--- config.mk ---
export PLATFORM = sky130hd
export DESIGN_NAME = parking_gate_sensor
export DESIGN_NICKNAME = d
export VERILOG_FILES = /design/src/rtl/parking_gate_sensor.sv
export SDC_FILE = /design/constraint.sdc
export NUM_CORES = 1
export LEC_CHECK = 0
export BUFFER_PORTS_ARGS = -buffer_cell sky130_fd_sc_hd__buf_2
export CORE_MARGIN = 2
export CORE_UTILIZATION = 50
export DETAILED_ROUTE_END_ITERATION = 8
export GPL_TIMING_DRIVEN = 0
export PLACE_DENSITY_LB_ADDON = 0.25
export SETUP_SLACK_MARGIN = 0.02
export SYNTH_ARGS = -nofsm -noshare
export SYNTH_HDL_FRONTEND = slang
export SYNTH_SLANG_ARGS = --single-unit
--- constraint.sdc ---
create_clock -name clk -period 2.7 [get_ports clk]
set_input_delay 0.27 -clock clk [delete_from_list [all_inputs] [get_ports clk]]
set_output_delay 0.27 -clock clk [all_outputs]
set_load 0.02 [all_outputs]
--- src/rtl/parking_gate_sensor.sv ---
// Parking gate beam sensor: two photo-beams, synchronized and debounced,
// feed a direction FSM that pulses entry/exit on a completed passage and
// fault on a timeout or an impossible beam sequence.
module parking_gate_sensor #(
  parameter int DEBOUNCE = 4,
  parameter int TIMEOUT  = 1000
) (
  input  logic clk,
  input  logic rst_n,
  input  logic beam_a,
  input  logic beam_b,
  output logic entry,
  output logic exit,
  output logic busy,
  output logic fault
);

  localparam logic [7:0]  DB_LAST = 8'(DEBOUNCE - 1);
  localparam logic [15:0] TO_LAST = 16'(TIMEOUT - 1);

  typedef enum logic [2:0] {
    IDLE, IN1, IN2, IN3, OUT1, OUT2, OUT3, WAIT_CLR
  } state_t;

  logic [1:0]  raw;
  logic [1:0]  filt;
  logic        fa;
  logic        fb;
  logic [1:0]  pat;
  state_t      state_reg;
  logic [15:0] dwell_reg;
  logic        in_passage;

  assign raw = {beam_b, beam_a};
  assign fa  = filt[0];
  assign fb  = filt[1];
  assign pat = {fa, fb};

  // A state between IDLE and WAIT_CLR means a car is somewhere in the gate.
  assign in_passage = (state_reg != IDLE) && (state_reg != WAIT_CLR);

  genvar gi;
  generate
    for (gi = 0; gi < 2; gi++) begin : g_beam
      logic       s1_reg;
      logic       s2_reg;
      logic       f_reg;
      logic [7:0] cnt_reg;

      // Two-flop synchronizer, then accept a change only after it has held
      // for DEBOUNCE consecutive cycles; any return to the old value restarts.
      always_ff @(posedge clk or negedge rst_n) begin
        if (!rst_n) begin
          s1_reg  <= 1'b0;
          s2_reg  <= 1'b0;
          f_reg   <= 1'b0;
          cnt_reg <= 8'd0;
        end else begin
          s1_reg <= raw[gi];
          s2_reg <= s1_reg;
          if (s2_reg == f_reg) begin
            cnt_reg <= 8'd0;
          end else if (cnt_reg == DB_LAST) begin
            f_reg   <= s2_reg;
            cnt_reg <= 8'd0;
          end else begin
            cnt_reg <= cnt_reg + 8'd1;
          end
        end
      end

      assign filt[gi] = f_reg;
    end
  endgenerate

  // Direction FSM with dwell timeout; outputs are registered alongside the
  // state so pulses appear in the cycle after the transition is taken.
  always_ff @(posedge clk or negedge rst_n) begin
    if (!rst_n) begin
      state_reg <= IDLE;
      dwell_reg <= 16'd0;
      entry     <= 1'b0;
      exit      <= 1'b0;
      busy      <= 1'b0;
      fault     <= 1'b0;
    end else begin
      entry <= 1'b0;
      exit  <= 1'b0;
      fault <= 1'b0;
      if (in_passage && (dwell_reg != 16'hFFFF)) begin
        dwell_reg <= dwell_reg + 16'd1;
      end
      if (in_passage && (dwell_reg == TO_LAST)) begin
        // Timeout wins over any pattern seen this cycle: the passage is void.
        state_reg <= WAIT_CLR;
        busy      <= 1'b1;
        fault     <= 1'b1;
      end else begin
        case (state_reg)
          IDLE: begin
            case (pat)
              2'b10:   begin state_reg <= IN1;      busy <= 1'b1; dwell_reg <= 16'd0; end
              2'b01:   begin state_reg <= OUT1;     busy <= 1'b1; dwell_reg <= 16'd0; end
              2'b11:   begin state_reg <= WAIT_CLR; busy <= 1'b1; fault <= 1'b1;      end
              default: ;
            endcase
          end
          IN1: begin
            case (pat)
              2'b11:   state_reg <= IN2;
              2'b00:   begin state_reg <= IDLE;     busy <= 1'b0;  end
              2'b01:   begin state_reg <= WAIT_CLR; fault <= 1'b1; end
              default: ;
            endcase
          end
          IN2: begin
            case (pat)
              2'b01:   state_reg <= IN3;
              2'b10:   state_reg <= IN1;
              2'b00:   begin state_reg <= WAIT_CLR; fault <= 1'b1; end
              default: ;
            endcase
          end
          IN3: begin
            case (pat)
              2'b00:   begin state_reg <= IDLE;     busy <= 1'b0; entry <= 1'b1; end
              2'b11:   state_reg <= IN2;
              2'b10:   begin state_reg <= WAIT_CLR; fault <= 1'b1; end
              default: ;
            endcase
          end
          OUT1: begin
            case (pat)
              2'b11:   state_reg <= OUT2;
              2'b00:   begin state_reg <= IDLE;     busy <= 1'b0;  end
              2'b10:   begin state_reg <= WAIT_CLR; fault <= 1'b1; end
              default: ;
            endcase
          end
          OUT2: begin
            case (pat)
              2'b10:   state_reg <= OUT3;
              2'b01:   state_reg <= OUT1;
              2'b00:   begin state_reg <= WAIT_CLR; fault <= 1'b1; end
              default: ;
            endcase
          end
          OUT3: begin
            case (pat)
              2'b00:   begin state_reg <= IDLE;     busy <= 1'b0; exit <= 1'b1; end
              2'b11:   state_reg <= OUT2;
              2'b01:   begin state_reg <= WAIT_CLR; fault <= 1'b1; end
              default: ;
            endcase
          end
          WAIT_CLR: begin
            if (pat == 2'b00) begin
              state_reg <= IDLE;
              busy      <= 1'b0;
            end
          end
          default: begin
            state_reg <= IDLE;
            busy      <= 1'b0;
          end
        endcase
      end
    end
  end

endmodule

==> reports/results.tsv <==
stage	metric	value	unit
sta	fin_crit	2.13	ns
place	post-dp-hpwl	3220	µm
logic_synthesis	synth_seq_cells	45	
clock_tree	cts_hold_buf	0	
global_route	grt_max_degree	46	
cells_and_area	regArea	1130	µm²
clock_tree	path_clk_slew	0.08	ns
sta	slew_violations	0	
place	io_buffers	7	
floorplanning	io_pins	8	
clock_tree	root_buffer	clkbuf_8	
critical_path	cp_cell_sequence	inv_1 -> ha_1 -> nor3b_1 -> o221ai_1 -> a211oi_2 -> a211oi_1 -> o32a_1	
clock_tree	cts_tree	yes	
place	gp_congestion	0.885	
route	drtAntennaViolNets	0	
logic_synthesis	synth_area	2480	µm²
sta	skew	0.0114	ns
route	first_pass_iters	4	
clock_tree	numCtsBuffers	5	
floorplanning	die_width	74.4	µm
floorplanning	start_util	52.1	%
clock_tree	insertion_delay	0.29	ns
floorplanning	dieHeight	74.4	µm
critical_path	crit_type	flip-flop to flip-flop	
global_route	grt_overflow	0	
cells_and_area	multi_input_area	1290	µm²
critical_path	critPathArrivalTime	2.31	ns
sta	setup_viol	0	
route	num_vias	1923	
floorplanning	fp-row-count	25	
sta	period_share	79.0	%
power_and_ir_drop	clkPwrFrac	15.5	%
sta	relSlewSlack	35.3	%
power_and_ir_drop	power_density	954	nW/µm²
cells_and_area	area_growth	8.08	%
global_route	grt_pass1_wl	8050	µm
logic_synthesis	synth_top_area_cell	dfrtp_1	
route	drc	0	
power_and_ir_drop	p_seq_share	37.2	%
logic_synthesis	synth_nets	271	
critical_path	cp_slowest_cell	dfrtp_1	
logic_synthesis	netlist.area_leader.share	45.5	%
clock_tree	postCtsSetupRepairBufs	0	
global_route	grt_pass1_vias	1794	
sta	setup_tns	0	ns
logic_synthesis	synth-main-ff-cell	dfrtp_1	
power_and_ir_drop	p_switching	0.00108	W
cells_and_area	fill_cells	429	
worst_hold_path	worst_hold_path.num_cells	1	
place	dp_worst_setup_slack	0.603	ns
clock_tree	cts_sinks	45	
power_and_ir_drop	power_frac_comb	47.3	%
logic_synthesis	syn_area_per_cell	9.60	µm²
floorplanning	core_area	4750	µm²
cells_and_area	final_common_cell	dfrtp_1	
logic_synthesis	async_flop_share	100	%
sta	worst_pin_slew	0.971	ns
logic_synthesis	synth_edf_count	0	
power_and_ir_drop	intPower	0.00147	W
sta	whs	0.0803	ns
global_route	antenna_found_initial	0	
cells_and_area	diodes	0	
clock_tree	postCtsResizedCells	0	
logic_synthesis	synth-seq-area-share	45.5	%
sta	grt_setup_unrepaired	false	
sta	fin_ws	0.568	ns
cells_and_area	drive_above_1_share	10.3	%
route	routed_wl	4600	µm
critical_path	worstRegToRegCells	7	
sta	final-hold-violation-count	0	
critical_path	path_max_fanout	6	
power_and_ir_drop	sw_frac_of_total	42.3	%
run_status	status	completed	
cells_and_area	final_cell_mix	dfrtp_1 (45), nor2_1 (33), nand2_1 (19)	
power_and_ir_drop	p_total	0.00255	W
critical_path	cp-end-kind	flip-flop	
sta	max_freq	469	MHz
cells_and_area	utilization	56.3	%
logic_synthesis	synth_cell_type_count	50	
critical_path	cp-start-kind	flip-flop	
power_and_ir_drop	leakage	1.18	nW
route	drt_first_iter_violations	118	
route	viasPerCell	5.67	
route	wire_per_inst	13.6	µm
floorplanning	dieArea	5530	µm²
critical_path	cp_slowest_stage_delay	0.43	ns
worst_hold_path	hold_path_class	input port to flip-flop	
job	drv_cap	0	
clock_tree	h-tree-depth	2	
logic_synthesis	synth.area.top_cells	dfrtp_1 (45%), xor2_1 (6.4%), nor2_1 (5.0%)	
clock_tree	clk_path_buf_depth	2	
cells_and_area	fin_nets	285	
logic_synthesis	synth_warnings	0	
logic_synthesis	synth_cells	258	
global_route	track_usage	18.6	%
critical_path	cp.required	2.88	ns
power_and_ir_drop	peakVddDrop	0.368	mV
through the flow:
step / instance area [µm²] / cells
6_report: 2680 / 339
5_1_grt: 2680 / 339
4_1_cts: 2680 / 339
3_5_place_dp: 2600 / 332
3_3_place_gp: 2600 / 332
2_1_floorplan: 2480 / 258
cell usage after synthesis, types with 3 or more instances:
| master | instances |
|---|---|
| a211oi_1 | 5 |
| a21oi_1 | 9 |
| and2_1 | 4 |
| and3_1 | 9 |
| and4_1 | 3 |
| clkbuf_1 | 5 |
| dfrtp_1 | 45 |
| ha_1 | 9 |
| inv_1 | 6 |
| mux2_2 | 3 |
| nand2_1 | 19 |
| nand2b_1 | 3 |
| nand3_1 | 17 |
| nand4_1 | 5 |
| nor2_1 | 33 |
| nor2b_1 | 3 |
| nor3_1 | 10 |
| nor3_2 | 3 |
| nor4b_1 | 3 |
| o211ai_1 | 5 |
| o21ai_0 | 7 |
| xnor2_1 | 3 |
| xor2_1 | 18 |
path summary, 6_finish.rpt:
kind / to / slack [ns] / start
setup / recovery: state_reg[0] / 0.57 / fa
hold / removal: g_beam[0].s1_reg / 0.08 / beam_a
setup reg to reg: state_reg[0] / 0.57 / fa
hold reg to reg: g_beam[1].s2_reg / 0.36 / g_beam[1].s1_reg
max in group asynchronous: dwell_reg[3] / 1.97 / rst_n
min in group asynchronous: fault / 0.14 / rst_n
metal layers:
metal / vias up / share of wire (%) / track usage (%)
met5: - / 0 / 0
met4: 0 / 1.0 / 4.96
met3: 6 / 3.2 / 4.20
met2: 36 / 44 / 29.7
met1: 926 / 52 / 25.8
li1: 955 / - / -
final cells by class:
| type | instances | share of cell area, % |
|---|---|---|
| inverter | 6 | 0.841 |
| timing repair buffer | 7 | 1.31 |
| clock inverter | 1 | 0.327 |
| multi-input combinational | 200 | 48.3 |
| clock buffer | 6 | 2.71 |
| tap | 67 | 3.13 |
| buffer | 7 | 1.31 |
| sequential | 45 | 42.1 |
power by group through the flow:
stage          clock [W]  sequential (W)  combinational [W]
2_1_floorplan          0        0.000958           0.000926
3_3_place_gp           0        0.000957            0.00119
3_5_place_dp           0        0.000960            0.00120
4_1_cts         0.000415        0.000948            0.00120
5_1_grt         0.000435        0.000975            0.00137
6_report        0.000396        0.000951            0.00121
cell families after synthesis:
family                   synth area share, %
AND/OR/NAND/NOR                         27.4
adder cells (fa/ha/maj)                 4.55
multiplexers                            2.17
XOR/XNOR                                7.42
buffers and inverters                   2.32
AO/OA/AOI/OAI                           10.7
flip-flops                              45.5
worst max-delay path: cells and delay by family (launching register included):
| kind | cells | cell delay [ns] |
|---|---|---|
| compound gates | 4 | 0.94 |
| fa+ha+maj | 1 | 0.31 |
| buf+inv | 1 | 0.12 |
| flops | 1 | 0.43 |
| simple gates | 1 | 0.22 |
Note: power is estimated with default switching activity, not from simulation.
